==> config.mk <==
export PLATFORM = sky130hd
export DESIGN_NAME = pll_phase_stepper
export DESIGN_NICKNAME = d
export VERILOG_FILES = /design/src/rtl/pll_phase_stepper.sv
export SDC_FILE = /design/constraint.sdc
export NUM_CORES = 1
export LEC_CHECK = 0
export ABC_CLOCK_PERIOD_IN_PS = 3800
export BUFFER_PORTS_ARGS = -buffer_cell sky130_fd_sc_hd__buf_2
export CAP_MARGIN = 10
export CORE_MARGIN = 2
export CORE_UTILIZATION = 40
export CTS_CLUSTER_DIAMETER = 60
export DETAILED_ROUTE_END_ITERATION = 8
export HOLD_SLACK_MARGIN = 0.1
export PLACE_DENSITY = 0.59
export SETUP_SLACK_MARGIN = 0.4
export SLEW_MARGIN = 20
export SYNTH_ARGS = -nofsm -noshare
export SYNTH_HDL_FRONTEND = slang
export SYNTH_SLANG_ARGS = --single-unit
==> constraint.sdc <==
create_clock -name clk -period 3.8 [get_ports clk]
set_input_delay 0.76 -clock clk [delete_from_list [all_inputs] [get_ports clk]]
set_output_delay 0.76 -clock clk [all_outputs]
set_load 0.005 [all_outputs]
==> src/rtl/pll_phase_stepper.sv <==
// pll_phase_stepper: sequences PLL dynamic phase-shift pulses per request and tracks signed per-channel positions.
module pll_phase_stepper #(
    parameter int NUM_CH     = 3,
    parameter int STEP_W     = 8,
    parameter int POS_W      = 10,
    parameter int PULSE_CYC  = 2,
    parameter int SETTLE_CYC = 16,
    parameter int LOCK_TO    = 1024
) (
    input  logic                      clk,
    input  logic                      rst,
    input  logic                      req_valid,
    output logic                      req_ready,
    input  logic [2:0]                req_ch,
    input  logic                      req_dir,
    input  logic [STEP_W-1:0]         req_steps,
    input  logic                      pll_lock,
    output logic [2:0]                phase_sel,
    output logic                      phase_dir,
    output logic                      phase_step_n,
    output logic                      busy,
    output logic                      done,
    output logic                      err,
    output logic [NUM_CH*POS_W-1:0]   pos_flat
);
    localparam int TW = $clog2(LOCK_TO + PULSE_CYC + SETTLE_CYC + 1) + 1;
    typedef enum logic [2:0] {IDLE, SETUP, PULSE, GAP, LOCKWAIT} state_t;
    state_t state, state_n;
    logic [STEP_W-1:0] rem;
    logic [TW-1:0] tmr;
    logic step, accept, done_n, err_n;
    always_comb begin
        state_n = state;
        done_n  = 1'b0;
        err_n   = 1'b0;
        step    = 1'b0;
        accept  = 1'b0;
        case (state)
            IDLE:
                if (req_valid) begin
                    if (32'(req_ch) >= NUM_CH) err_n = 1'b1;
                    else if (req_steps == '0) done_n = 1'b1;
                    else begin
                        accept  = 1'b1;
                        state_n = SETUP;
                    end
                end
            SETUP: state_n = PULSE;
            PULSE:
                if (!pll_lock) begin
                    err_n   = 1'b1;
                    state_n = IDLE;
                end else if (tmr == TW'(PULSE_CYC - 1)) begin
                    step    = 1'b1;
                    state_n = GAP;
                end
            GAP:
                if (!pll_lock) begin
                    err_n   = 1'b1;
                    state_n = IDLE;
                end else if (tmr == TW'(SETTLE_CYC - 1)) begin
                    state_n = (rem == '0) ? LOCKWAIT : PULSE;
                end
            LOCKWAIT:
                if (pll_lock) begin
                    done_n  = 1'b1;
                    state_n = IDLE;
                end else if (tmr == TW'(LOCK_TO)) begin
                    err_n   = 1'b1;
                    state_n = IDLE;
                end
            default: state_n = IDLE;
        endcase
    end
    // tmr counts cycles spent in the current state and restarts on every transition
    always_ff @(posedge clk) begin
        if (rst) begin
            state        <= IDLE;
            rem          <= '0;
            tmr          <= '0;
            req_ready    <= 1'b1;
            busy         <= 1'b0;
            done         <= 1'b0;
            err          <= 1'b0;
            phase_step_n <= 1'b1;
            phase_sel    <= '0;
            phase_dir    <= 1'b0;
            pos_flat     <= '0;
        end else begin
            state        <= state_n;
            tmr          <= (state_n != state) ? '0 : tmr + 1'b1;
            req_ready    <= state_n == IDLE;
            busy         <= state_n != IDLE;
            phase_step_n <= state_n != PULSE;
            done         <= done_n;
            err          <= err_n;
            if (accept) begin
                phase_sel <= req_ch;
                phase_dir <= req_dir;
                rem       <= req_steps;
            end
            if (step) rem <= rem - 1'b1;
            for (int k = 0; k < NUM_CH; k++)
                if (step && phase_sel == 3'(k))
                    pos_flat[k*POS_W +: POS_W] <= pos_flat[k*POS_W +: POS_W] + (phase_dir ? POS_W'(1) : {POS_W{1'b1}});
        end
    end
endmodule

==> flow_metrics.env <==
export IMPL_status="complete, no violations"
export IMPL_fmax_mhz=337
export IMPL_path_delay_family="compound AO/OA/AOI/OAI gates"
export IMPL_crit_chain="clkinv_1 > buf_4 > ha_1 > a21oi_1 > nor2b_1 > a311o_1 > a221oi_1 > o21bai_1 > nand3_1"
export IMPL_cts_resized=0
export IMPL_cp_arrival_ns=3.20
export IMPL_drive_above_1_share=0.164
export IMPL_boundaryPins=55
export IMPL_async_flop_share=0
export IMPL_antenna_found_initial=0
export IMPL_cts_htree_levels=3
export IMPL_fin_crit_ns=2.96
export IMPL_grt_max_degree=54
export IMPL_syn_area_sq_um=3800
export IMPL_fp_dieW_um=102
export IMPL_setup_viol=0
export IMPL_regArea_sq_um=1240
export IMPL_first_global_vias=3073
export IMPL_crit_buf_inv=2
export IMPL_multi_input_area_sq_um=2420
export IMPL_clk_pin_slew_ns=0.08
export IMPL_place_hpwl_um=6340
export IMPL_worst_path_max_fanout=26
export IMPL_drt_iter0_drc=143
export IMPL_grt_usage=0.179
export IMPL_powerDensity_nw_per_um2=339
export IMPL_area_growth_pct=15.4
export IMPL_cap_violations=0
export IMPL_fin_worst_skew_ns=0.0122
export IMPL_finalCritPeriodShare=0.780
export IMPL_fp_row_count=35
export IMPL_routed_wl_um=8930
export IMPL_slew_violations=0
export IMPL_relSlewSlack=0.360
export IMPL_coreArea_sq_um=9240
export IMPL_yosysWarnings=0
export IMPL_ant_nets=0
export IMPL_setup_tns_ns=0
export IMPL_vias=3409
export IMPL_critPathKind="reg2reg"
export IMPL_slowest_delay_ns=0.47
export IMPL_wl_per_cell_um=14.0
export IMPL_cts_sinks=62
export IMPL_drt_pass1_iter_count=4
export IMPL_rsz0062_at_grt="no"
export IMPL_die_y_um=102
export IMPL_required_ns=4.04
export IMPL_cts_root_buf="clkbuf_8"
export IMPL_ir_drop_v=0.000161
export IMPL_synth_area_leaders="dfxtp_1 33%, ha_1 9.2%, nand2_1 5.4%, a21oi_1 5.4%, nor2_1 4.3%"
export IMPL_cts_buffers=9
export IMPL_netlist_instances=455
export IMPL_ys_seq_area_frac=0.326
export IMPL_synth_edff_count=0
export IMPL_hold_viol_final=0
export IMPL_gp_congestion=0.798
export IMPL_grt_pass1_wl_um=14800
export IMPL_ys_seq_elements=62
export IMPL_cp_start_kind="register"
export IMPL_cts_tree="yes"
export IMPL_hold_buffers=0
export IMPL_port_buffers=54
export IMPL_vias_per_cell=5.33
export IMPL_syn_nets=502
export IMPL_die_area_sq_um=10300
export IMPL_yosysTopAreaCell="dfxtp_1"
export IMPL_r2r_slack_ns=0.84
export IMPL_synth_main_ff_cell="dfxtp_1"
export IMPL_yosysTopAreaCellShare=0.326
export IMPL_worstSkewPairLatency_ns=0.35
export IMPL_nNetsFinal=553
export IMPL_avgSynthCellArea_sq_um=8.36
export IMPL_power_leakage_nw=1.76
export IMPL_grt_overflow=0
export IMPL_cts_setup_buffers=0
export IMPL_worstMarginPinSlew_ns=0.952
export IMPL_antenna_cells=0
export IMPL_clockBufferDepth=2
export IMPL_num_fill_cells=919
export IMPL_layoutNonFillerInstCount=640
export IMPL_dp_cells=624
export IMPL_critPathSlowestCell="dfxtp_1"
export IMPL_end_kind="register"
export IMPL_drcViolationCount=0
export IMPL_ys_types=58
export IMPL_initial_core_util=0.412
export IMPL_hp_class="reg2reg"
-- state kept, by name, summed over array words and instances (netlist names) --
name / count
tmr: 12
phase_sel: 3
phase_step_n: 1
busy: 1
pos_flat: 30
done: 1
err: 1
phase_dir: 1
req_ready: 1
rem: 8
state: 3
-- metrics by stage --
stage	setup slack [ns]	util	hold WS (ns)	cell area, sq um	power (mW)
2_1_floorplan	0.697	-	0.432	3800	0.792
3_3_place_gp	0.871	0.451	0.444	4170	0.830
3_5_place_dp	0.754	0.451	0.462	4170	0.833
4_1_cts	0.831	0.475	0.475	4390	1.50
5_1_grt	0.521	0.475	0.497	4390	1.54
6_report	0.836	0.475	0.469	4390	1.49
-- synth_stat cells, drive strengths merged (2+ instances only) --
master	instances
o21ai	12
a31oi	5
and3	13
a32oi	2
a221oi	3
nand3b	2
o31a	3
inv	13
nand4	7
a21oi	41
xnor2	15
o21a	4
nor3	11
xor2	13
a21o	4
a211oi	5
or3	6
a22oi	2
a311o	2
o2111ai	2
a211o	2
ha	28
dfxtp	62
nor4b	5
nand3	25
or4b	2
nor2	44
o21bai	4
or4	5
nor2b	8
mux2i	3
o41ai	3
fa	3
and4	5
buf	7
nand2	55
o31ai	2
nor4	8
clkbuf	10
-- worst paths after layout --
path              startpoint           end  cells past startpoint
setup / recovery   phase_dir  pos_flat[29]                      9
hold / removal        rem[0]        rem[0]                      2
setup reg to reg   phase_dir  pos_flat[29]                      9
hold reg to reg       rem[0]        rem[0]                      2
-- cells in the final DEF (no fill, tap or decap), types with 4 or more instances in the layout --
| cell type | count |
|---|---|
| and4_1 | 4 |
| nor2_1 | 44 |
| inv_1 | 13 |
| o21ai_0 | 12 |
| nor2b_1 | 8 |
| nand4_1 | 6 |
| clkbuf_8 | 9 |
| o21a_1 | 4 |
| or4_1 | 5 |
| a21oi_1 | 41 |
| nor4_1 | 5 |
| a31oi_1 | 5 |
| nor3_1 | 11 |
| ha_1 | 28 |
| or3_1 | 6 |
| a21o_1 | 4 |
| and3_1 | 13 |
| dfxtp_1 | 62 |
| nand2_1 | 55 |
| a211oi_1 | 4 |
| xnor2_1 | 15 |
| xor2_1 | 13 |
| o21bai_1 | 4 |
| nand3_1 | 25 |
| buf_2 | 54 |
-- per-layer routing --
metal | global-route usage | up-vias | routed length (um)
li1 | - | 1756 | -
met1 | 0.249 | 1574 | 4380
met2 | 0.282 | 69 | 4060
met3 | 0.0276 | 10 | 377
met4 | 0.0613 | 0 | 115
met5 | 0 | - | 0
-- layout make-up --
class	instances	share of cell area
Inverter	14	0.0120
Sequential cell	62	0.283
Multi-Input combinational cell	362	0.551
Clock buffer	9	0.0282
Tap cell	129	0.0368
Clock inverter	7	0.0225
Timing Repair Buffer	57	0.0667
-- report_power, final --
part	switching (mW)	internal [mW]	total, mW
combinational	0.0834	0.0574	0.141
clock	0.300	0.371	0.671
sequential	0.0140	0.662	0.676
-- worst register-to-register path: stages, from the launching register on --
cell and delay (ns):
dfxtp_1 0.47, clkinv_1 0.40, buf_4 0.38, ha_1 0.39
a21oi_1 0.18, nor2b_1 0.06, a311o_1 0.38, a221oi_1 0.35
o21bai_1 0.18, nand3_1 0.09
-- logic make-up after synthesis --
logic type / after synthesis / share of synthesized area
AO/OA/AOI/OAI: 99 / 0.168
XOR/XNOR: 28 / 0.0645
adder cells (fa/ha/maj): 31 / 0.108
buffers and inverters: 31 / 0.0375
flip-flops: 62 / 0.326
multiplexers: 4 / 0.0109
AND/OR/NAND/NOR: 200 / 0.285
Note: power is estimated with default switching activity, not from simulation.
